`src/rtl/y86_pkg.sv`:
```
// rtl/y86_pkg.sv - Shared icode, status and FSM state definitions for the memory stage
package y86_pkg;

    localparam logic [3:0] ICODE_HALT   = 4'h0;
    localparam logic [3:0] ICODE_NOP    = 4'h1;
    localparam logic [3:0] ICODE_RRMOVQ = 4'h2;
    localparam logic [3:0] ICODE_IRMOVQ = 4'h3;
    localparam logic [3:0] ICODE_RMMOVQ = 4'h4;
    localparam logic [3:0] ICODE_MRMOVQ = 4'h5;
    localparam logic [3:0] ICODE_OPQ    = 4'h6;
    localparam logic [3:0] ICODE_JXX    = 4'h7;
    localparam logic [3:0] ICODE_CALL   = 4'h8;
    localparam logic [3:0] ICODE_RET    = 4'h9;
    localparam logic [3:0] ICODE_PUSHQ  = 4'hA;
    localparam logic [3:0] ICODE_POPQ   = 4'hB;

    localparam logic [2:0] STAT_AOK = 3'd1;
    localparam logic [2:0] STAT_HLT = 3'd2;
    localparam logic [2:0] STAT_ADR = 3'd3;
    localparam logic [2:0] STAT_INS = 3'd4;

    typedef enum logic [1:0] {
        ST_IDLE = 2'd0,
        ST_REQ  = 2'd1,
        ST_DONE = 2'd2
    } state_t;

endpackage

```
`src/rtl/mem_ctrl_decode.sv`:
```
// rtl/mem_ctrl_decode.sv - Combinational icode decode into access type and operand selects
module mem_ctrl_decode
    import y86_pkg::*;
(
    input  logic [3:0] i_icode,
    output logic       o_rd,
    output logic       o_wr,
    output logic       o_addr_sel_vala,
    output logic       o_wdata_sel_valp,
    output logic       o_ins,
    output logic       o_hlt
);

    always_comb begin
        o_rd             = 1'b0;
        o_wr             = 1'b0;
        o_addr_sel_vala  = 1'b0;
        o_wdata_sel_valp = 1'b0;
        o_ins            = 1'b0;
        o_hlt            = 1'b0;
        case (i_icode)
            ICODE_RMMOVQ, ICODE_PUSHQ: begin
                o_wr = 1'b1;
            end
            ICODE_CALL: begin
                o_wr             = 1'b1;
                o_wdata_sel_valp = 1'b1;
            end
            ICODE_MRMOVQ: begin
                o_rd = 1'b1;
            end
            // ret and popq read from the stack pointer carried in valA
            ICODE_RET, ICODE_POPQ: begin
                o_rd            = 1'b1;
                o_addr_sel_vala = 1'b1;
            end
            ICODE_HALT: begin
                o_hlt = 1'b1;
            end
            ICODE_NOP, ICODE_RRMOVQ, ICODE_IRMOVQ, ICODE_OPQ, ICODE_JXX: begin
                o_hlt = 1'b0;
            end
            default: begin
                o_ins = 1'b1;
            end
        endcase
    end

endmodule

```
`src/rtl/memory_stage.sv`:
```
// rtl/memory_stage.sv - Y86 memory stage FSM with bounds check, ack timeout; MEM_ALIGN_CHECK_EN adds alignment check
module memory_stage
    import y86_pkg::*;
#(
    parameter int MEM_BYTES = 8192,
    parameter int TIMEOUT   = 16
) (
    input  logic        clk,
    input  logic        rst,
    input  logic        start,
    input  logic [3:0]  icode,
    input  logic [63:0] valE,
    input  logic [63:0] valA,
    input  logic [63:0] valP,
    output logic        mem_req,
    output logic        mem_we,
    output logic [63:0] mem_addr,
    output logic [63:0] mem_wdata,
    input  logic        mem_ack,
    input  logic [63:0] mem_rdata,
    output logic [63:0] valM,
    output logic        busy,
    output logic        done,
    output logic [2:0]  stat
);

    localparam int              CW           = $clog2(TIMEOUT + 1);
    localparam logic [CW-1:0]   LP_TIMEOUT   = CW'(TIMEOUT);
    localparam logic [64:0]     LP_MEM_BYTES = 65'(MEM_BYTES);

    state_t        r_state;
    logic          r_mem_req;
    logic          r_mem_we;
    logic [63:0]   r_mem_addr;
    logic [63:0]   r_mem_wdata;
    logic [63:0]   r_valm;
    logic [2:0]    r_stat;
    logic [CW-1:0] r_cnt;

    logic          w_rd;
    logic          w_wr;
    logic          w_addr_sel_vala;
    logic          w_wdata_sel_valp;
    logic          w_ins;
    logic          w_hlt;
    logic          w_access;
    logic [63:0]   w_addr;
    logic [63:0]   w_wdata;
    logic [64:0]   w_addr_end;
    logic          w_oob;
    logic          w_bad_addr;
    logic [CW-1:0] w_cnt_inc;

    mem_ctrl_decode u_decode (
        .i_icode          (icode),
        .o_rd             (w_rd),
        .o_wr             (w_wr),
        .o_addr_sel_vala  (w_addr_sel_vala),
        .o_wdata_sel_valp (w_wdata_sel_valp),
        .o_ins            (w_ins),
        .o_hlt            (w_hlt)
    );

    assign w_access   = w_rd | w_wr;
    assign w_addr     = w_addr_sel_vala ? valA : valE;
    assign w_wdata    = w_wdata_sel_valp ? valP : valA;
    // One extra bit so addresses near 2^64 cannot wrap past the bound
    assign w_addr_end = {1'b0, w_addr} + 65'd8;
    assign w_oob      = w_addr_end > LP_MEM_BYTES;
`ifdef MEM_ALIGN_CHECK_EN
    assign w_bad_addr = w_oob | (w_addr[2:0] != 3'b000);
`else
    assign w_bad_addr = w_oob;
`endif
    assign w_cnt_inc  = r_cnt + 1'b1;

    always_ff @(posedge clk) begin
        if (rst) begin
            r_state     <= ST_IDLE;
            r_mem_req   <= 1'b0;
            r_mem_we    <= 1'b0;
            r_mem_addr  <= '0;
            r_mem_wdata <= '0;
            r_valm      <= '0;
            r_stat      <= STAT_AOK;
            r_cnt       <= '0;
        end else begin
            case (r_state)
                ST_IDLE: begin
                    if (start) begin
                        if (w_ins) begin
                            r_stat  <= STAT_INS;
                            r_state <= ST_DONE;
                        end else if (!w_access) begin
                            r_stat  <= w_hlt ? STAT_HLT : STAT_AOK;
                            r_state <= ST_DONE;
                        end else if (w_bad_addr) begin
                            r_stat  <= STAT_ADR;
                            r_state <= ST_DONE;
                        end else begin
                            r_mem_req   <= 1'b1;
                            r_mem_we    <= w_wr;
                            r_mem_addr  <= w_addr;
                            r_mem_wdata <= w_wdata;
                            r_cnt       <= '0;
                            r_state     <= ST_REQ;
                        end
                    end
                end
                ST_REQ: begin
                    // An ack arriving on the final wait cycle still completes normally
                    if (mem_ack) begin
                        if (!r_mem_we) begin
                            r_valm <= mem_rdata;
                        end
                        r_mem_req <= 1'b0;
                        r_stat    <= STAT_AOK;
                        r_state   <= ST_DONE;
                    end else if (w_cnt_inc == LP_TIMEOUT) begin
                        r_cnt     <= w_cnt_inc;
                        r_mem_req <= 1'b0;
                        r_stat    <= STAT_ADR;
                        r_state   <= ST_DONE;
                    end else begin
                        r_cnt <= w_cnt_inc;
                    end
                end
                ST_DONE: begin
                    r_state <= ST_IDLE;
                end
                default: begin
                    r_state <= ST_IDLE;
                end
            endcase
        end
    end

    assign mem_req   = r_mem_req;
    assign mem_we    = r_mem_we;
    assign mem_addr  = r_mem_addr;
    assign mem_wdata = r_mem_wdata;
    assign valM      = r_valm;
    assign stat      = r_stat;
    assign busy      = (r_state != ST_IDLE);
    assign done      = (r_state == ST_DONE);

endmodule

```
`config.mk`:
```
export PLATFORM = sky130hd
export DESIGN_NAME = memory_stage
export DESIGN_NICKNAME = d
export VERILOG_FILES = /design/src/rtl/y86_pkg.sv /design/src/rtl/mem_ctrl_decode.sv /design/src/rtl/memory_stage.sv
export SDC_FILE = /design/constraint.sdc
export NUM_CORES = 1
export LEC_CHECK = 0
export CAP_MARGIN = 20
export CORE_AREA = 2 2 179 181
export CTS_BUF_LIST = sky130_fd_sc_hd__clkbuf_8
export CTS_CLUSTER_DIAMETER = 30
export DETAILED_ROUTE_END_ITERATION = 6
export DIE_AREA = 0 0 181 183
export PLACE_DENSITY = 0.73
export SKIP_LAST_GASP = 1
export SYNTH_ARGS = -nofsm -noshare
export SYNTH_HDL_FRONTEND = slang
export SYNTH_SLANG_ARGS = --single-unit
export TNS_END_PERCENT = 30
```
`constraint.sdc`:
```
create_clock -name clk -period 7.6 [get_ports clk]
set_input_delay 1.52 -clock clk [delete_from_list [all_inputs] [get_ports clk]]
set_output_delay 1.52 -clock clk [all_outputs]
set_load 0.005 [all_outputs]
```
Word level (Yosys, flattened, before mapping)

Cells that the tools add are included.

Memories kept: 0
Input bits: 264
Bits in writable memories: 0
Bits in latches: 0
Memory bits (read-only): 0
Register bits after elaboration: 204

Equality and inequality tests: 21
Reduce and logical (&&, ||, !) cells: 14
Div/mod/pow operators: 0
Bitwise logic cells: 3
Multipliers: 0
$lt $le $gt $ge: 1
$add $sub $neg: 2
Shift-type cells: 0
Multiplexer cells: 35

Operators with widths:

| operator                                                                           | number |
|---|---|
| 64-bit two-way mux                                                                 | 2 |
| 64-bit by 4-bit adder with 65-bit output (second input constant)                   | 1 |
| 65-bit by 14-bit greater-than comparator with 1-bit output (second input constant) | 1 |
| 5-bit two-way mux                                                                  | 5 |
| 3-bit two-way mux                                                                  | 6 |
| 4-bit by 3-bit == test with 1-bit output (second input constant)                   | 4 |
| 4-bit == test (second input constant)                                              | 4 |
| 2-bit two-way mux                                                                  | 7 |
| 6-bit AND reduction                                                                | 2 |
| 12-bit OR reduction                                                                | 1 |
| 1-bit two-way mux                                                                  | 11 |
| 2-bit inequality test (second input constant)                                      | 5 |
| 5-bit case mux with 2 select lines                                                 | 1 |
| 4-bit by 2-bit == test with 1-bit output (second input constant)                   | 2 |
| 3-bit case mux with 2 select lines                                                 | 1 |
| 3-bit OR reduction                                                                 | 2 |
| 5-bit by 1-bit adder with 5-bit output (second input constant)                     | 1 |
| 5-bit == test (second input constant)                                              | 1 |
| 5-bit AND reduction                                                                | 1 |
| 4-bit by 1-bit == test with 1-bit output (second input constant)                   | 1 |
| 4-bit zero test                                                                    | 1 |
| 4-bit inequality test (second input constant)                                      | 1 |
| 2-bit case mux with 2 select lines                                                 | 1 |
| 4-bit AND reduction                                                                | 1 |
| other kinds (11)                                                                   | 13 |

Longest topological paths before layout

Depth in word-level cells: 11
Gate-level depth with buffers: 25
Mapped depth without buffers: 15

Hierarchy

From an unflattened synthesis, not the netlist that was laid out.

Cell total of the unflattened synthesis: 1429
Area total of the unflattened synthesis: 12056.6 µm²

By module, submodules not included:

| module          | instances | area each (µm²) | sequential area each (µm²) | cells an instance |
|---|---|---|---|---|
| memory_stage    | 1         | 12002.8         | 4083.9                     | 1420 |
| mem_ctrl_decode | 1         | 53.8            | 0.0                        | 9 |

Least setup slack after synthesis

No wires, ideal clock.

Path type: input port to flip-flop
Start: input icode[2]
End: register r_mem_wdata[20], in the netlist mem_wdata[20]
Setup slack: 521 ps
Arrival: 6932 ps
Stages on the path: 23
Path through: buf_2 and3b_1 buf_4 buf_4 buf_4 buf_2 clkbuf_1 clkbuf_1 nand2_1 nand2_1 ha_1 nand3_1 or4bb_1 a222oi_1 and3b_1 a22oi_1 nand4bb_1 or4_1 or4_1 nor4_4 buf_6 buf_2 a211oi_1

Word-level cells in the longest chain between the ends: 8
Elaborated cells between the ends (all ways): 27

Ends and longest elaborated chain:

| item                                                         | RTL line              | text |
|---|---|---|
| start: declaration                                           | memory_stage.sv:11    | `input logic [3:0] icode,` |
| 4-bit == test                                                | mem_ctrl_decode.sv:21 | `case (i_icode)` |
| 2-bit OR reduction *                                         | mem_ctrl_decode.sv:21 |  |
| 1-bit two-way mux *                                          | mem_ctrl_decode.sv:21 |  |
| 64-bit two-way mux *                                         | memory_stage.sv:65    | `assign w_addr = w_addr_sel_vala ? valA : valE;` |
| via w_addr[3]                                                | memory_stage.sv:47    | `logic [63:0] w_addr;` |
| 64-bit by 4-bit adder with 65-bit output *                   | memory_stage.sv:68    | `assign w_addr_end = {1'b0, w_addr} + 65'd8;` |
| 65-bit by 14-bit greater-than comparator with 1-bit output * | memory_stage.sv:69    | `assign w_oob = w_addr_end > LP_MEM_BYTES;` |
| 1-bit inverter (no source line) *                            | n/a                   |  |
| 5-bit AND reduction (no source line) *                       | n/a                   |  |
| end signal: assignment                                       | memory_stage.sv:104   | `r_mem_wdata <= w_wdata;` |
| end: declaration                                             | memory_stage.sv:35    | `logic [63:0] r_mem_wdata;` |

Mark *: on every way through the listed nets, which the timed path passes. The rest lies on a longest branch.
A chain may end at the register's enable or synchronous reset.

Worst setup path after layout

Start: input icode[3]
End: register r_mem_addr[6], in the netlist mem_addr[6]

Word-level cells in the longest chain between the ends: 8
Elaborated cells between the ends (all ways): 25

Ends and longest elaborated chain:

| item                                                         | RTL line              | text |
|---|---|---|
| 4-bit == test                                                | mem_ctrl_decode.sv:21 |  |
| 2-bit OR reduction *                                         | mem_ctrl_decode.sv:21 |  |
| 1-bit two-way mux *                                          | mem_ctrl_decode.sv:21 |  |
| 64-bit two-way mux *                                         | memory_stage.sv:65    |  |
| via w_addr[4]                                                | memory_stage.sv:47    |  |
| 64-bit by 4-bit adder with 65-bit output *                   | memory_stage.sv:68    |  |
| 65-bit by 14-bit greater-than comparator with 1-bit output * | memory_stage.sv:69    |  |
| 1-bit inverter (no source line) *                            | n/a                   |  |
| 5-bit AND reduction (no source line) *                       | n/a                   |  |
| end signal: assignment                                       | memory_stage.sv:103   | `r_mem_addr <= w_addr;` |
| end: declaration                                             | memory_stage.sv:34    | `logic [63:0] r_mem_addr;` |

Marks and branches as above.

==> out/results.ini <==
[drt]
vias_per_cell=5.47
dr.pass1.iters=5
drtAntennaViolNets=0
drt_iter0_drc=904
drt_drc_violations_left=0
finalWirelength_mm=44.2
via_count=12400
wl_per_cell_um=19.5

[yosys]
synth_edf_count=0
synth.area.top_cells=dfxtp_1 35%, mux2i_1 11%, a211oi_2 7.8%
synthTopCellsByCount=204 x dfxtp_1, 195 x nand2_1, 141 x nor2_1
synth.distinct_cells=75
async_flop_share_pct=0
ys_seq_elements=204
synth_nets=1648
ys_seq_area_share_pct=35.3
syn_area_sq_um=11600
synth_top_cell_area_share_pct=35.3
synthFlopType=dfxtp_1
syn-mean-instance-area_sq_um=8.37
yosysTopAreaCell=dfxtp_1
syn_inst=1382
synth_warnings=0
post-synth-top-count-cell=dfxtp_1

[floorplanning]
fp.dieW_um=181
row_count=65
initial_core_util_pct=37.0
io_pins=463
die_h_um=183
fp.coreArea_sq_um=31200
dieArea_sq_um=33100

[timing]
drv_slew=0
setup_viol=0
max_freq_ghz=0.149
finClkSkew_ns=0.0361
slew_headroom_pct=33.9
finalCritPeriodShare_pct=88.1
period_needed_ns=6.70
setup_tns_ns=0
hold_violations=0
tightest_slew_ns=0.992
rsz0062_at_grt=no

[worst_setup_path]
path_max_fanout=30
crit_path_top_delay_cell=clkdlybuf4s50_1
cp_top_family=simple AND/OR/NAND/NOR gates
startpoint_type=input pin
slowest_delay_ns=0.79
crit_buf_inv=4
cp-end-kind=flip-flop
worstPathRequired_ns=8.06
crit_top_cell=buf_4
path_cells=clkdlybuf4s50_1 -> nand3b_4 -> mux2i_1 -> ha_1 -> nand3_1 -> or4bb_1 -> a222oi_1 -> buf_4 -> and3b_1 -> a22oi_1 -> nand4bb_1 -> or4_1 -> or4_1 -> nor4_4 -> buf_4 -> buf_4 -> nor2_1 -> a211oi_2
crit_type=in -> reg
critPathArrivalTime_ns=7.16

[cts]
insertion_delay_ns=0.60
cts_resized=0
cts-htree-levels=2
cts_buffers=50
clkTransAtPathRegs_ns=0.05
holdBufCountCts=0
cts_setup_buffers=0
clockBufferDepth=3
cts_tree=yes
clkSinkCount=204
root_buffer=clkbuf_8

[pwr]
vdd_drop_max_mv=0.185
powerDensity_nw_per_um2=178
p_leak_uw=0.00607

[global_routing]
grt_pass1_wl_mm=67.1
grt_usage_pct=25.3
grt_start_max_net_pins=98
gr-total-overflow=0
grt_pass1_vias=12300
antenna_found_initial=4

[flow_run]
timing.max_cap.violations=0

[worst_hold_path]
hp-class=reg -> reg

[place]
hpwlAfterDp_mm=33.3
port_buffers=462
globalplace.congestion=0.959

[final_layout]
final_util_pct=56.9
areaGrowthSynthToFinish_pct=53.6
fillers=2814
nets=2088
drive_above_1_share_pct=10.7
diodes=0

[run_status]
status=finished clean

[final cells by class]
class,instances,area (sq um),area share (%)
tap,402,503,2.83
sequential,204,4080,23.0
inverter,14,52.6,0.296
multi-input combinational,1073,6980,39.3
clock inverter,32,485,2.73
clock buffer,62,853,4.80
timing repair buffer,479,4800,27.0
[logic make-up after synthesis]
logic type | count (synthesis) | share of synthesized area (%)
buf+inv | 105 | 4.44
xor+xnor | 32 | 2.42
simple gates | 638 | 27.8
flops | 204 | 35.3
fa+ha+maj | 2 | 0.216
mux | 127 | 11.0
compound gates | 274 | 18.7
[layer usage]
metal	up-vias	share of wire [%]	track usage, %
met3	127	8.9	8.04
met4	6	4.3	12.0
met1	5728	40	29.2
met2	605	47	42.8
li1	5932	-	-
met5	-	0.084	0
[through the flow]
stage	std cells	worst slack (ns)	hold slack, ns	cell area (sq um)	total power [uW]
floorplan	1382	0.521	0.453	11600	1240
global placement	2171	0.610	0.441	16400	1450
detailed placement	2172	0.366	0.443	16400	1450
CTS	2266	0.957	0.453	17800	3190
global route	2266	0.606	0.469	17800	3270
finish	2266	0.903	0.451	17800	3160
[sequential cells by signal, summed over array words and instances (netlist names)]
name	cells
stat	3
valM	64
r_state	2
mem_wdata	64
mem_addr	64
mem_we	1
mem_req	1
r_cnt	5
[path summary, 6_finish.rpt]
kind	start	end	slack, ns	depth (start not counted)
worst max-delay path	icode[3]	mem_addr[6]	0.90	18
worst min-delay path	valM[14]	valM[14]	0.45	2
worst max register to register	r_state[0]	mem_addr[6]	5.28	7
worst min register to register	valM[14]	valM[14]	0.45	2
[cells in the final DEF, fill, tap and decap left out, types with 7 or more instances in the layout]
cell type	instances
clkdlybuf4s50_1	461
dfxtp_1	204
nand2_1	195
nor2_1	140
mux2i_1	122
a21oi_1	88
a211oi_2	72
clkbuf_8	62
and2_1	58
nand3_1	51
nor3_1	35
nand4_1	34
nor4_1	31
o21ai_0	25
xnor2_1	25
inv_1	20
and3_1	13
buf_4	13
or3_1	12
bufinv_16	12
o22ai_1	11
or4_1	11
and4_1	10
a31oi_1	9
clkinv_2	9
a22oi_1	8
a211oi_1	8
nor3b_1	7
xor2_1	7
[power breakdown]
group | leakage [uW] | internal, uW | switching [uW]
Clock | 0.000705 | 1150 | 569
Combinational | 0.00372 | 183 | 177
Sequential | 0.00164 | 1070 | 1.85
Total | 0.00607 | 2410 | 748
[worst min-delay path: stages, from the launching register on]
cell and delay [ns]:
dfxtp_1 0.30, nand2_1 0.05, a21oi_1 0.05
Power figures use the tool's default switching activity.
